### src/rtl/gps_clk_pkg.sv
// Shared types and default constants for the GPS-disciplined clock blocks.
package gps_clk_pkg;

  localparam int DEF_CNT_W   = 28;
  localparam int DEF_NOMINAL = 50_000_000;
  localparam int DEF_TOL     = 5_000;

  typedef enum logic [1:0] {
    UNLOCKED = 2'd0,
    ACQUIRE  = 2'd1,
    LOCKED   = 2'd2,
    HOLDOVER = 2'd3
  } pps_state_e;

endpackage

### src/rtl/pps_sync_edge.sv
// Two-flop synchroniser for the asynchronous PPS input plus a delay flop for
// rising-edge detection.
module pps_sync_edge (
  input  logic clock,
  input  logic rst,
  input  logic pps_in,
  output logic pps_edge
);

  // sync_q[0] = s1, sync_q[1] = s2, sync_q[2] = s3 (edge-detect delay)
  logic [2:0] sync_q;
  logic [2:0] sync_d;

  always_comb begin
    sync_d = {sync_q[1:0], pps_in};
  end

  always_ff @(posedge clock) begin
    if (rst) begin
      sync_q <= '0;
    end else begin
      sync_q <= sync_d;
    end
  end

  assign pps_edge = sync_q[1] & ~sync_q[2];

endmodule

### src/rtl/pps_tick_gen.sv
// Disciplined 1 Hz tick generator: measures the PPS period, locks after
// consecutive good periods, and freewheels at the last good period in holdover.
module pps_tick_gen
  import gps_clk_pkg::*;
#(
  parameter int CNT_W        = DEF_CNT_W,
  parameter int NOMINAL      = DEF_NOMINAL,
  parameter int TOL          = DEF_TOL,
  parameter int PULSE_W      = 5_000_000,
  parameter int LOCK_COUNT   = 3,
  parameter int HOLDOVER_MAX = 60
) (
  input  logic             clock,
  input  logic             rst,
  input  logic             pps_in,
  output logic             tick_1hz,
  output logic             tick_stb,
  output logic [CNT_W-1:0] period_out,
  output logic             locked,
  output logic             holdover,
  output logic             pps_err
);

  localparam int PW     = CNT_W + 1;
  localparam int GOOD_W = $clog2(LOCK_COUNT + 1);
  localparam int HO_W   = $clog2(HOLDOVER_MAX + 1);

  localparam logic [CNT_W-1:0]  NOM_C     = CNT_W'(NOMINAL);
  localparam logic [CNT_W-1:0]  TIMEOUT_C = CNT_W'(NOMINAL + TOL);
  localparam logic [CNT_W-1:0]  PULSE_C   = CNT_W'(PULSE_W);
  localparam logic [PW-1:0]     PER_MIN   = PW'(NOMINAL - TOL);
  localparam logic [PW-1:0]     PER_MAX   = PW'(NOMINAL + TOL);
  localparam logic [GOOD_W-1:0] LOCK_C    = GOOD_W'(LOCK_COUNT);
  localparam logic [HO_W-1:0]   HO_MAX_C  = HO_W'(HOLDOVER_MAX);

  logic pps_edge;

  pps_sync_edge u_sync (
    .clock    (clock),
    .rst      (rst),
    .pps_in   (pps_in),
    .pps_edge (pps_edge)
  );

  pps_state_e        state_q, state_d;
  logic [CNT_W-1:0]  meas_cnt_q, meas_cnt_d;
  logic [CNT_W-1:0]  gen_cnt_q, gen_cnt_d;
  logic [CNT_W-1:0]  gen_period_q, gen_period_d;
  logic [CNT_W-1:0]  period_out_q, period_out_d;
  logic [GOOD_W-1:0] good_cnt_q, good_cnt_d;
  logic [HO_W-1:0]   ho_cnt_q, ho_cnt_d;
  logic              have_prev_q, have_prev_d;
  logic              tick_1hz_q, tick_1hz_d;
  logic              tick_stb_q, tick_stb_d;
  logic              pps_err_q, pps_err_d;

  // One extra bit so a saturated counter yields a period beyond any window.
  logic [PW-1:0]     period;
  logic              valid;
  logic              timeout;
  logic              gen_last;
  logic [GOOD_W-1:0] good_inc;
  logic              realign;
  logic              gen_on;

  assign period   = {1'b0, meas_cnt_q} + PW'(1);
  assign valid    = pps_edge & have_prev_q & (period >= PER_MIN) & (period <= PER_MAX);
  assign timeout  = have_prev_q & ~pps_edge & (meas_cnt_q == TIMEOUT_C);
  assign gen_last = gen_cnt_q >= (gen_period_q - 1'b1);
  assign good_inc = good_cnt_q + 1'b1;

  // NOTE: every always_comb output gets a default first, so no path leaves a
  // variable unassigned and no latch is inferred.
  always_comb begin
    state_d      = state_q;
    have_prev_d  = have_prev_q | pps_edge;
    good_cnt_d   = good_cnt_q;
    ho_cnt_d     = ho_cnt_q;
    gen_period_d = gen_period_q;
    period_out_d = period_out_q;
    gen_cnt_d    = gen_last ? '0 : gen_cnt_q + 1'b1;
    meas_cnt_d   = pps_edge ? '0 : (&meas_cnt_q ? meas_cnt_q : meas_cnt_q + 1'b1);
    pps_err_d    = pps_edge & have_prev_q & ~valid;
    realign      = 1'b0;

    if (valid) begin
      gen_period_d = period[CNT_W-1:0];
      period_out_d = period[CNT_W-1:0];
    end

    case (state_q)
      UNLOCKED: begin
        if (pps_edge) begin
          state_d    = ACQUIRE;
          good_cnt_d = '0;
        end
      end
      ACQUIRE: begin
        if (valid) begin
          if (good_inc == LOCK_C) begin
            state_d = LOCKED;
            realign = 1'b1;
          end else begin
            good_cnt_d = good_inc;
          end
        end else if (pps_edge) begin
          good_cnt_d = '0;
        end else if (timeout) begin
          state_d = UNLOCKED;
        end
      end
      LOCKED: begin
        if (valid) begin
          realign = 1'b1;
        end else if (pps_edge || timeout) begin
          state_d  = HOLDOVER;
          ho_cnt_d = '0;
        end
      end
      HOLDOVER: begin
        if (valid) begin
          state_d = LOCKED;
          realign = 1'b1;
        end else if (ho_cnt_q >= HO_MAX_C) begin
          state_d = UNLOCKED;
        end else if (gen_last) begin
          ho_cnt_d = ho_cnt_q + 1'b1;
        end
      end
      default: state_d = UNLOCKED;
    endcase

    if (state_d == UNLOCKED && state_q != UNLOCKED) begin
      have_prev_d = 1'b0;
      good_cnt_d  = '0;
      ho_cnt_d    = '0;
    end

    // Realign and natural wrap both land on zero, so they share one strobe.
    if (realign) begin
      gen_cnt_d = '0;
    end

    gen_on     = (state_d == LOCKED) || (state_d == HOLDOVER);
    tick_stb_d = gen_on & (gen_cnt_d == '0);
    tick_1hz_d = gen_on & (gen_cnt_d < PULSE_C);
  end

  // NOTE: sequential state uses non-blocking assignments only, so every flop
  // samples the pre-edge value of every other flop.
  always_ff @(posedge clock) begin
    if (rst) begin
      state_q      <= UNLOCKED;
      meas_cnt_q   <= '0;
      gen_cnt_q    <= '0;
      gen_period_q <= NOM_C;
      period_out_q <= NOM_C;
      good_cnt_q   <= '0;
      ho_cnt_q     <= '0;
      have_prev_q  <= 1'b0;
      tick_1hz_q   <= 1'b0;
      tick_stb_q   <= 1'b0;
      pps_err_q    <= 1'b0;
    end else begin
      state_q      <= state_d;
      meas_cnt_q   <= meas_cnt_d;
      gen_cnt_q    <= gen_cnt_d;
      gen_period_q <= gen_period_d;
      period_out_q <= period_out_d;
      good_cnt_q   <= good_cnt_d;
      ho_cnt_q     <= ho_cnt_d;
      have_prev_q  <= have_prev_d;
      tick_1hz_q   <= tick_1hz_d;
      tick_stb_q   <= tick_stb_d;
      pps_err_q    <= pps_err_d;
    end
  end

  assign tick_1hz   = tick_1hz_q;
  assign tick_stb   = tick_stb_q;
  assign period_out = period_out_q;
  assign pps_err    = pps_err_q;
  assign locked     = (state_q == LOCKED);
  assign holdover   = (state_q == HOLDOVER);

endmodule
### config.mk
export PLATFORM = sky130hd
export DESIGN_NAME = pps_tick_gen
export DESIGN_NICKNAME = d
export VERILOG_FILES = /design/src/rtl/gps_clk_pkg.sv /design/src/rtl/pps_sync_edge.sv /design/src/rtl/pps_tick_gen.sv
export SDC_FILE = /design/constraint.sdc
export NUM_CORES = 1
export LEC_CHECK = 0
export BUFFER_PORTS_ARGS = -buffer_cell sky130_fd_sc_hd__buf_2
export CAP_MARGIN = 10
export CORE_MARGIN = 1
export CORE_UTILIZATION = 38
export DETAILED_ROUTE_END_ITERATION = 6
export SLEW_MARGIN = 15
export SYNTH_ARGS = -nofsm -noshare
export SYNTH_HDL_FRONTEND = slang
export SYNTH_HIERARCHICAL = 1
export SYNTH_SLANG_ARGS = --single-unit
### constraint.sdc
create_clock -name clock -period 12.1 [get_ports clock]
set_input_delay 2.42 -clock clock [delete_from_list [all_inputs] [get_ports clock]]
set_output_delay 2.42 -clock clock [all_outputs]
set_load 0.02 [all_outputs]
=== Word-level counts from Yosys, hierarchy flattened ===
Cells that the tools add are included.

* $add $sub $neg: 6
* $lt $le $gt $ge: 5
* Equality and inequality tests: 13
* Multiplexer cells: 26
* Bitwise logic cells: 13
* Reduce and logical (&&, ||, !) cells: 15

{| class="wikitable"
|+ Operators by type and width
! cell !! number
|-
| $add A28 B1 Y28 const B || 2
|-
| $mux W28 || 2
|-
| $mux W6 || 5
|-
| $add A28 B1 Y29 const B || 1
|-
| $ge A29 B26 Y1 const B || 1
|-
| $le A29 B26 Y1 const B || 1
|-
| $eq A28 B26 Y1 const B || 1
|-
| $ge A28 B28 Y1 || 1
|-
| $logic_not A28 Y1 || 1
|-
| $lt A28 B23 Y1 const B || 1
|-
| $reduce_and A28 Y1 || 1
|-
| $sub A28 B1 Y28 const B || 1
|-
| $mux W2 || 12
|-
| $pmux W6 S2 || 1
|-
| $eq A2 B2 Y1 const B || 5
|-
| $and A1 B1 Y1 || 9
|-
| $pmux W2 S4 || 1
|-
| $add A6 B1 Y6 const B || 1
|-
| $ge A6 B6 Y1 const B || 1
|-
| $ne A2 B2 Y1 const B || 3
|-
| $reduce_and A6 Y1 || 1
|-
| $reduce_bool A2 Y1 || 3
|-
| $reduce_or A2 Y1 || 3
|-
| $logic_not A2 Y1 || 2
|-
| other kinds (12) || 18
|}

* Bits in registers: 101
* Input port bits: 3
* Output and inout bits: 33
* Logic and storage cells: 89

=== Longest topological paths before layout ===
* Word-level depth: 12
* Gate-level depth with buffers: 18
* Depth with buffers taken out: 18

=== By module ===
Netlist, hierarchy kept.

{| class="wikitable"
|+ By module, submodules not included
! module !! times used !! cells each !! area an instance (µm²)
|-
| pps_tick_gen || 1 || 768 || 6,397.4
|-
| pps_sync_edge || 1 || 7 || 87.6
|}

=== Least setup slack after synthesis ===
Ideal clock, no wire load.

* Kind: reg2reg
* Start point: register, netlist name period_out[2]
* End point: register gen_cnt_q[10]
* Data arrival time: 4,465 ps
* Setup slack: 7,570 ps
* Cell stages (with the launch flop): 18
* Path buffers: 1
* Period minus slack after synthesis: 4,530 ps
* Path through: dfxtp_1 nor4_1 nand2_1 or4_1 or4_1 or2_2 or3_1 xor2_1 ha_1 a21oi_1 nor2b_1 o211ai_1 a21oi_1 a2111oi_0 and3_1 nand3_2 clkbuf_1 nor2_1

{| class="wikitable"
|+ RTL lines
! element !! line !! RTL
|-
| end signal, assigned || pps_tick_gen.sv:167 || <nowiki>gen_cnt_q <= gen_cnt_d;</nowiki>
|-
| end, declared || pps_tick_gen.sv:47 || <nowiki>logic [CNT_W-1:0] gen_cnt_q, gen_cnt_d;</nowiki>
|}

==> run metrics <==
class of the tightest hold or removal check=register to register; final std cells w/o fill=1,005; final setup fails=0; worst hold start=u_sync/sync_q[0]; commonest non-fill, non-tap cells in the layout=101 x dfxtp_1, 79 x nor2_1, 55 x a21oi_1; ANT cells=0; maximum achievable frequency=0.1947 GHz; commonest non-fill, non-tap cell in the layout=dfxtp_1; fraction of layout instances using a drive strength above 1=10.70%; Synth-to-Final Area Change=7.698%; cell breakdown of the critical path=nor4_1 -> nand2_1 -> or4_1 -> or4_1 -> or2_2 -> or3_1 -> xor2_1 -> ha_1 -> a21oi_1 -> nor2b_1 -> o211ai_1 -> a21oi_1 -> a2111oi_0 -> and3_1 -> nand3_2 -> nor2_1; clock sink count=101; chip height=132.6 um; routed length on met3=460 um; Async SR Flop Fraction=0%; Post-Synthesis Mean Instance Area=8.368 sq um; cell with the largest stage delay on the worst path=a2111oi_0; post-placement cell count=989; Max rail drop VDD=0.08498 mV; overall die width=132.6 um; Final Slew Violations=0; global route total overflow=0; drt drc=0; initial antenna violation count=0; warnings from Yosys=6; core box area=0.01664 sq mm; number of resized instances in the post-cts repair step=0; Avg WL per Cell=15.06 um; share of synthesized area occupied by flip-flops and latches=31.18%; Static Leakage=0.002647 uW; H-tree levels=3; status=finished clean; transition time at the pin with the least slew margin=1108 ps; count of TritonRoute iterations in the first routing pass=5; Row Count=47; Total Wirelength=15,140 um; Crit Path Category=register to register; period utilisation layout=42.45%; Ports=36; worst path required time=12,370 ps; capturing point of the worst reg2reg path=gen_cnt_q[22]; Worst Reg-to-Reg Cells=16; combined buffer and inverter count along the critical path=0; number of buffer cells added on primary ports=35; clk slew on worst S/H paths=70 ps; Final Net Count=817; Rel. slew slack=26.16%; number of vias per cell after detailed routing=5.395; via count of the first global-routing pass=5,003; Post-Synthesis Cells=775; initial standard-cell utilization of the core=38.97%; total length of routed met2 wires=6886 um; root cell of the clock tree=clkbuf_16; DPL Wire Length=11,110 um; source of the worst register-to-register timing path=period_out[2]; setup tns final=0 ps; Die Outline Area=0.01759 sq mm; minimum clock period=5136 ps; critical path endpoint category=register; category of the worst setup path launch point=register; power per standard cell area=94.66 mW/mm^2; TritonCTS Buffers=9; largest stage delay on the critical path=550 ps; cell family with the largest share of critical-path delay=simple AND/OR/NAND/NOR gates; worst hold stages=1; Worst Hold Path EP=u_sync/sync_q[1]; first-pass GRT wire length=25,450 um; TritonCTS clock tree=yes; total via count after detailed routing=5,422; number of nets still failing antenna checks after routing=0; cts-stage hold buffer count=0; Final Skew=10.72 ps; Total GRT Usage=17.81%; number of buffers between clock root and the deepest sink=2; Net Count, Synth=812; met1 layer wirelength in the final routing=7544 um; Syn Std Cell Area=0.006485 sq mm; EDFF count, synth=0; maximum number of pins on one net before global-route repair=29; last weighted congestion value of the routability-driven placer=0.8460; top routing layer in use=met4; DR iter-0 viols=398; number of distinct library cell variants in the gate-level netlist after synthesis=81; Max Cap Violations=0; clock insertion delay at the later pin of the skew report=350 ps; Post-synth top flop=dfxtp_1; number of synthesized register bits=101; arrival time reported for the critical path endpoint=5410 ps; Crit Path Max Fanout=27; number of buffers inserted by post-CTS setup repair=0; RSZ-0062 raised after global routing=no; setup slack of the worst register-to-register path=6960 ps; number of failing hold endpoints at the final stage=0
## worst reg2reg max path, delay by kind of cell (launching register included)
| kind | cells | cell delay (ps) |
|---|---|---|
| compound gates | 4 | 930 |
| flops | 1 | 370 |
| xor+xnor | 1 | 150 |
| fa+ha+maj | 1 | 290 |
| simple gates | 10 | 3310 |
## worst max path at each step
stage / start / endpoint / depth (start not counted)
after floorplan: period_out[2] / gen_cnt_q[10] / 17
after global placement: period_out[2] / gen_cnt_q[2] / 16
after detailed placement: period_out[2] / gen_cnt_q[15] / 16
after CTS: period_out[2] / gen_cnt_q[10] / 16
after global routing: period_out[2] / gen_cnt_q[9] / 16
final: period_out[2] / gen_cnt_q[22] / 16
## metal layers
| layer | GRT usage [%] | vias to the layer above |
|---|---|---|
| li1 | - | 2804 |
| met1 | 23.80 | 2511 |
| met2 | 29.04 | 90 |
| met3 | 3.525 | 17 |
| met4 | 4.981 | 0 |
| met5 | 0 | - |
## stage by stage
stage,total power (uW),hold WS (ps),instance area [sq um],utilization [%],setup WS [ps]
after floorplan,360.2,413.8,6485,-,7570
after global placement,365.7,416.0,6679,40.13,7045
after detailed placement,365.7,426.4,6679,40.13,6906
after CTS,669.5,444.3,6984,41.97,6899
after global routing,683.5,468.4,6984,41.97,6492
final,661.1,437.7,6984,41.97,6964
## cells in the mapped netlist (all sizes together) (7+ instances only)
cell | count | area share, %
a21oi | 56 | 4.5
and2 | 13 | 1.3
and3 | 19 | 2.0
buf | 19 | 2.3
clkbuf | 22 | 1.8
dfxtp | 101 | 31
ha | 34 | 6.6
inv | 28 | 1.6
mux2i | 14 | 2.2
nand2 | 51 | 3.0
nand3 | 39 | 3.4
nand4 | 26 | 3.3
nor2 | 79 | 4.6
nor2b | 9 | 0.91
nor3 | 28 | 2.2
nor4 | 19 | 2.3
o211ai | 7 | 0.81
o21ai | 20 | 1.5
or3 | 15 | 1.5
or4 | 11 | 1.3
xnor2 | 49 | 6.6
xor2 | 31 | 4.2
## state kept, by name (all words and copies together) (netlist names)
name / cells
gen_cnt_q: 28
good_cnt_q: 2
pps_err: 1
tick_stb: 1
tick_1hz: 1
meas_cnt_q: 28
have_prev_q: 1
ho_cnt_q: 6
u_sync/sync_q: 3
period_out: 28
state_q: 2
## kinds of logic (layout without fill, tap and decap cells)
group                      after synthesis  after routing  share of synthesized area [%]
adders and majority gates               34             34                          6.560
muxes                                   14             14                          2.161
DFF                                    101            101                          31.18
xor gates and xnor gates                80             80                          10.80
and+or+nand+nor                        341            341                          29.52
AOI/OAI and AO/OA                      136            136                          14.10
buffers and inverters                   69             79                          5.672
## area by class of cell
| cell class | instances | area [sq um] |
|---|---|---|
| inverters | 28 | 105.1 |
| multi-input cells | 605 | 4101 |
| flip-flops and latches | 101 | 2022 |
| fillers | 1684 | 9658 |
| clock buffers | 9 | 225.2 |
| clock inverters | 7 | 80.08 |
| repair buffers | 35 | 175.2 |
| well taps | 220 | 275.3 |
## power breakdown
part | leakage (uW) | switching (uW) | internal, uW
clock | 0.000143 | 140 | 163
combinational | 0.00169 | 12.7 | 6.49
sequential | 0.000816 | 4.12 | 334
No activity file was read; power rests on OpenSTA's default activity.
